**config.mk**
```make
export PLATFORM = sky130hd
export DESIGN_NAME = uart_tx
export DESIGN_NICKNAME = d
export VERILOG_FILES = /design/src/rtl/uart_tx.sv
export SDC_FILE = /design/constraint.sdc
export NUM_CORES = 1
export LEC_CHECK = 0
export ABC_CLOCK_PERIOD_IN_PS = 2000
export CAP_MARGIN = 10
export CORE_ASPECT_RATIO = 1.25
export CORE_MARGIN = 2
export CORE_UTILIZATION = 55
export DETAILED_ROUTE_END_ITERATION = 8
export GPL_ROUTABILITY_DRIVEN = 0
export GPL_TIMING_DRIVEN = 0
export PLACE_DENSITY = 0.77
export SYNTH_ARGS = -nofsm -noshare
export SYNTH_HDL_FRONTEND = slang
export SYNTH_SLANG_ARGS = --single-unit
```
**constraint.sdc**
```tcl
create_clock -name clk -period 2 [get_ports clk]
set_input_delay 0.4 -clock clk [delete_from_list [all_inputs] [get_ports clk]]
set_output_delay 0.4 -clock clk [all_outputs]
set_load 0.02 [all_outputs]
```
**src/rtl/uart_tx.sv**
```systemverilog
// uart_tx: 8N1 serial transmitter.
// A 10-bit frame {stop, data, start} is loaded on an accepted trmt request and
// shifted out LSB first, one bit every BAUD_CYCLES clocks. The TX line is the
// LSB of the frame register, so it is always driven straight from a flop.
// tx_done is raised when the frame completes and stays high until the next
// request is accepted. tx_busy is high exactly while a frame is in flight.
module uart_tx #(
    parameter int BAUD_CYCLES = 2604
) (
    input  logic       clk,
    input  logic       rst_n,
    input  logic       trmt,
    input  logic [7:0] tx_data,
    output logic       TX,
    output logic       tx_done,
    output logic       tx_busy
);

    // Baud counter width; clamped to one bit so tiny BAUD_CYCLES values still elaborate.
    localparam int CW = (BAUD_CYCLES > 1) ? $clog2(BAUD_CYCLES) : 1;

    // Last count value of a bit period; the shift happens on the edge that sees it.
    localparam logic [CW-1:0] BAUD_LAST = CW'(BAUD_CYCLES - 1);
    localparam logic [CW-1:0] BAUD_ZERO = CW'(0);
    localparam logic [CW-1:0] BAUD_ONE  = CW'(1);

    // Number of the final shift (stop bit leaves the line) before wrapping to IDLE.
    localparam logic [3:0] LAST_BIT_IDX = 4'd9;

    // Idle line level for the whole frame register: all ones.
    localparam logic [9:0] FRAME_IDLE = 10'h3FF;

    typedef enum logic [0:0] {
        IDLE     = 1'b0,
        TRANSMIT = 1'b1
    } state_e;

    state_e        state_q,    state_d;
    logic [9:0]    frame_q,    frame_d;
    logic [CW-1:0] baud_cnt_q, baud_cnt_d;
    logic [3:0]    bit_cnt_q,  bit_cnt_d;
    logic          tx_done_q,  tx_done_d;
    logic          tx_busy_q,  tx_busy_d;

    logic          load_s;
    logic          shift_s;
    logic          last_shift_s;

    // Builds the serial frame: start bit (0) at bit 0, data LSB first, stop bit (1) on top.
    function automatic logic [9:0] build_frame(input logic [7:0] data);
        build_frame = {1'b1, data, 1'b0};
    endfunction

    // Shifts the frame one bit toward the line, back-filling with the idle level.
    function automatic logic [9:0] shift_frame(input logic [9:0] frame);
        shift_frame = {1'b1, frame[9:1]};
    endfunction

    // Decodes the per-cycle events: request acceptance, bit-period end, final bit.
    always_comb begin
        load_s       = (state_q == IDLE) && trmt;
        shift_s      = (state_q == TRANSMIT) && (baud_cnt_q == BAUD_LAST);
        last_shift_s = shift_s && (bit_cnt_q == LAST_BIT_IDX);
    end

    // Next-state logic for the FSM, frame shifter, counters and status flags.
    always_comb begin
        state_d    = state_q;
        frame_d    = frame_q;
        baud_cnt_d = baud_cnt_q;
        bit_cnt_d  = bit_cnt_q;
        tx_done_d  = tx_done_q;

        case (state_q)
            IDLE: begin
                if (load_s) begin
                    // Accepting a request drops TX to the start bit on this same edge
                    // and clears the previous completion flag.
                    state_d    = TRANSMIT;
                    frame_d    = build_frame(tx_data);
                    baud_cnt_d = BAUD_ZERO;
                    bit_cnt_d  = 4'd0;
                    tx_done_d  = 1'b0;
                end else begin
                    // Line stays idle; tx_done keeps whatever the last frame left.
                    state_d = IDLE;
                end
            end

            TRANSMIT: begin
                // trmt is deliberately not looked at here, including on the final edge.
                if (shift_s) begin
                    frame_d    = shift_frame(frame_q);
                    baud_cnt_d = BAUD_ZERO;
                    bit_cnt_d  = bit_cnt_q + 4'd1;
                    if (last_shift_s) begin
                        // Frame register is all ones by now, so TX rests high.
                        state_d   = IDLE;
                        tx_done_d = 1'b1;
                    end else begin
                        state_d = TRANSMIT;
                    end
                end else begin
                    baud_cnt_d = baud_cnt_q + BAUD_ONE;
                end
            end

            default: begin
                // Unreachable encoding: fall back to a quiet idle line.
                state_d    = IDLE;
                frame_d    = FRAME_IDLE;
                baud_cnt_d = BAUD_ZERO;
                bit_cnt_d  = 4'd0;
                tx_done_d  = 1'b0;
            end
        endcase

        // Busy mirrors the registered state exactly.
        tx_busy_d = (state_d == TRANSMIT);
    end

    // State and datapath registers with synchronous active-low reset.
    always_ff @(posedge clk) begin
        if (!rst_n) begin
            state_q    <= IDLE;
            frame_q    <= FRAME_IDLE;
            baud_cnt_q <= BAUD_ZERO;
            bit_cnt_q  <= 4'd0;
            tx_done_q  <= 1'b0;
            tx_busy_q  <= 1'b0;
        end else begin
            state_q    <= state_d;
            frame_q    <= frame_d;
            baud_cnt_q <= baud_cnt_d;
            bit_cnt_q  <= bit_cnt_d;
            tx_done_q  <= tx_done_d;
            tx_busy_q  <= tx_busy_d;
        end
    end

    assign TX      = frame_q[0];
    assign tx_done = tx_done_q;
    assign tx_busy = tx_busy_q;

endmodule

```
---- Word level (Yosys, flattened, before mapping) ----
Cells that the tools add are included.
operators by class
  bitwise operators ....................... 1
  mux-type cells .......................... 17
  add/subtract/negate cells ............... 2
  reduce and logical (&&, ||, !) cells .... 5
  eq/ne operators ......................... 5
operator list
  operator                                                count
  2-to-1 mux 12 bit                                       2
  one-hot mux 12 bit (2 select lines)                     1
  2-to-1 mux 10 bit                                       2
  one-hot mux 10 bit (2 select lines)                     1
  adder 12 x 1 -> 12 bit (second input constant)          1
  equality test 12 bit (second input constant)            1
  2-to-1 mux 4 bit                                        2
  one-hot mux 4 bit (2 select lines)                      1
  2-to-1 mux 1 bit                                        6
  adder 4 x 1 -> 4 bit (second input constant)            1
  equality test 4 bit (second input constant)             1
  inequality test 2 x 1 -> 1 bit (second input constant)  2
  one-hot mux 1 bit (2 select lines)                      2
  logical AND 1 bit                                       3
  AND reduction 3 bit                                     1
  inequality test 2 bit (second input constant)           1
  AND reduction 2 bit                                     1
  NOT 1 bit                                               1
storage, ports and cells
  input port bits ......................... 11
  logic and storage cells ................. 35
  output and inout bits ................... 3
  bits in registers ....................... 28

---- Logic depth before layout (Yosys ltp) ----
  word-level depth ........................ 6
  mapped depth ............................ 6
  depth with buffers taken out ............ 5

---- Worst setup path after synthesis ----
Ideal clock, no wire load.
  path kind ............................... reg2reg
  start ................................... register baud_cnt_q[0]
  end ..................................... register tx_busy_q (netlist: tx_busy)
  stages on the path, launching flop included .. 6
  path slack .............................. 0.373 ns
  data arrival time ....................... 1.496 ns
  library setup time ...................... 0.131 ns
  period minus slack after synthesis ...... 1.627 ns
  cell sequence ........................... dfxtp_1 ha_1 and4_1 nand4_2 or3_1 nor3b_1
between the ends
  longest elaborated chain between the ends .. 6
RTL lines
  item                                    RTL line  text
  start, declared                         40        logic [CW-1:0] baud_cnt_q, baud_cnt_d;
  start signal, assigned                  134       baud_cnt_q <= baud_cnt_d;
  equality test 12 bit (*)                62        shift_s = (state_q == TRANSMIT) && (baud_cnt_q == BAUD_LAST);
  logical AND 1 bit (*)                   62
  logical AND 1 bit                       63        last_shift_s = shift_s && (bit_cnt_q == LAST_BIT_IDX);
  2-to-1 mux 1 bit                        96        if (last_shift_s) begin
  2-to-1 mux 1 bit (*)                    92        if (shift_s) begin
  one-hot mux 1 bit (2 select lines) (*)  74        case (state_q)
  end signal, assigned                    137       tx_busy_q <= tx_busy_d;
  end, declared                           43        logic tx_busy_q, tx_busy_d;
Every way passes the cells marked *; elsewhere a longest branch is shown, timed or not.
A chain may end at the register's enable or synchronous reset.

---- Worst setup path in the final report ----
Same ends and word-level chain as after synthesis.

==> key figures <==
Global route
  – Initial antenna violation count: 0
  – First-pass GRT wire length: approximately 5000 um
  – Vias in the first global route: between 1000 and 1500
  – Grt total ovfl: 0
  – GRT Total Usage: 0.216
  – Largest net degree at the start of global routing: 16

Clock tree
  – Clock latency reported for the late side of the worst-skew pair: 0.32 ns
  – Clock edge transition at the registers on the reported setup and hold paths: around 0.15 ns
  – Clock sinks: 27
  – CTS buffer count: 3
  – Clock buffer depth: 2
  – Hold Buf Count CTS: 0
  – Cts repair resizes: 0
  – Max H-tree Level: 1
  – CTS tree: done
  – Root Driver: clkbuf_4
  – Post-CTS Setup Bufs: 0

Yosys
  – Post-synth ARST share: 0
  – Post-synth EDFFs: 0
  – Syn_nets: around 170
  – Sequential share of the synthesized area: 0.387
  – Share of the synthesized area in the top cell type: 0.387
  – Ys Warns: 0
  – Syn Area/Cell: 9.19 sq um
  – Top FF cell, synth: dfxtp_1
  – Number of synthesized register bits: 27
  – Synth top area cells: dfxtp_1 39%, mux2i_1 6.4%, mux2_2 4.8%
  – Mapped Area: ~0.0014 sq mm
  – Synth Instances: about 150
  – Synth cell types: 46
  – Area leader, netlist: dfxtp_1

Worst setup path
  – Crit path max fanout: 10
  – Critical Path End Type: flop
  – Arr. time, crit path: 2.05 ns
  – Worst Path Required: about 2.2 ns
  – Critical path type: reg2reg
  – Startpoint Class: flop

Finish
  – Fin cells: 201
  – Most common cell after layout, fill and taps aside: dfxtp_1
  – Area Overhead vs Synth: 13.5%
  – Nets: 183
  – Share of cells above drive strength 1: 0.131
  – ANT cells: 0
  – Most frequent cells in the layout: 27 x dfxtp_1, 17 x nand2_1, 12 x clkdlybuf4s50_1
  – Final Instance Area: between 0.0015 and 0.002 sq mm

Floorplanning
  – Die X: 49.1 um
  – Cell Rows: 20
  – Boundary pin count: 14
  – Die area: 0.00296 sq mm
  – Starting Density: 0.576
  – Die Span Y: 60.4 um
  – Core box area: 0.00243 sq mm

Placed design
  – Hpwl dp: 2100 um
  – Dpl cells: between 150 and 200
  – PortBufs: 12
  – Area post-placement: 0.00156 sq mm

Route
  – 1st-pass router iterations: 4
  – DRC: 0
  – Via count: around 1200
  – Vias/cell: about 6
  – WL final: 2830 um
  – DRT iter0 DRCs: 34
  – Routed length per instance: 14.1 um
  – Post-DRT Antenna Nets: 0

Pwr
  – PwrDens: 584 mW/mm^2
  – Worst VDD drop: 383 uV
  – Leakage power: 0.581 nW

STA
  – Count of final hold-check violations: 0
  – Max transition margin: 0.632
  – Fin crit share: 0.925
  – Fmax: 541 MHz
  – RSZ-0062 raised after global routing: no
  – Max-slew violations: 0
  – Final min period: 1.85 ns
  – Setup violators final: 0
  – Clk_skew: 0.00529 ns
  – Tightest Pin Transition: 0.548 ns

Min path
  – Worst min path class: in2reg

Status
  – Status: finished, final reports clean

Flow run
  – Max-cap violations: 0
state kept, by name, indices dropped and copies added, names as in the netlist:
name and flops:
baud_cnt_q 12, frame_q 9, bit_cnt_q 4, tx_busy 1, tx_done 1
layer usage:
metal | up-vias | part of all wire | track usage
li1 | 594 | - | -
met2 | 17 | 0.52 | 0.407
met5 | - | 0 | 0
met3 | 6 | 0.022 | 0.0345
met1 | 564 | 0.44 | 0.247
met4 | 0 | 0.021 | 0.0816
worst paths after layout:
kind	from	endpoint	slack (ns)	cells after the start
max	baud_cnt_q[0]	tx_busy	0.15	5
min	rst_n	baud_cnt_q[8]	0.47	3
max reg2reg	baud_cnt_q[0]	tx_busy	0.15	5
min reg2reg	bit_cnt_q[3]	bit_cnt_q[3]	0.48	1
power by group:
part | internal [W] | switching, W
Sequential | 0.000554 | 0.0000101
Clock | 0.0000748 | 0.000161
Combinational | 0.0000617 | 0.0000646
Total | 0.000691 | 0.000236
layout make-up:
type / instances / area (sq um)
Fill cell: 224 / 841
Clock buffer: 3 / 22.5
Multi-Input combinational cell: 112 / 795
Clock inverter: 1 / 5.00
Timing Repair Buffer: 12 / 120
Tap cell: 33 / 41.3
Sequential cell: 27 / 541
Inverter: 6 / 22.5
Buffer: 7 / 40.0
cells in the mapped netlist (all sizes together), types with 2 or more instances:
cell,instances
buf,4
a21oi,9
ha,3
nor3,4
dfxtp,27
a31oi,8
nand3b,5
o21ai,4
nor2,6
nor4,2
nand2,17
clkbuf,3
inv,6
nand3,9
nand4,2
mux2,6
mux2i,9
nor2b,3
xnor2,2
through the flow:
stage | TNS (ns) | hold WS, ns | power, W | utilization | setup WS (ns)
2_1_floorplan | 0 | 0.439 | 0.000658 | - | 0.373
3_3_place_gp | -0.0526 | 0.443 | 0.000698 | 0.642 | -0.0526
3_5_place_dp | -0.0561 | 0.462 | 0.000702 | 0.642 | -0.0561
4_1_cts | 0 | 0.461 | 0.000933 | 0.654 | 0.158
5_1_grt | 0 | 0.491 | 0.000976 | 0.654 | 0.0252
6_report | 0 | 0.474 | 0.000926 | 0.654 | 0.150
critical path, cell delays in order (launching register included):
cell and delay (ns):
dfxtp_1 0.42, ha_1 0.24, and4_1 0.24, nand4_2 0.25, or3_1 0.44, nor3b_1 0.15
kinds of logic (layout without fill, tap and decap cells):
group,after synthesis,after routing,synth area share
AO/OA/AOI/OAI,33,33,0.171
adder cells (fa/ha/maj),3,3,0.0269
XOR/XNOR,2,2,0.0125
multiplexers,15,15,0.113
buffers and inverters,13,29,0.0448
flip-flops,27,27,0.387
AND/OR/NAND/NOR,59,59,0.245
No activity file was read; power rests on OpenSTA's default activity.
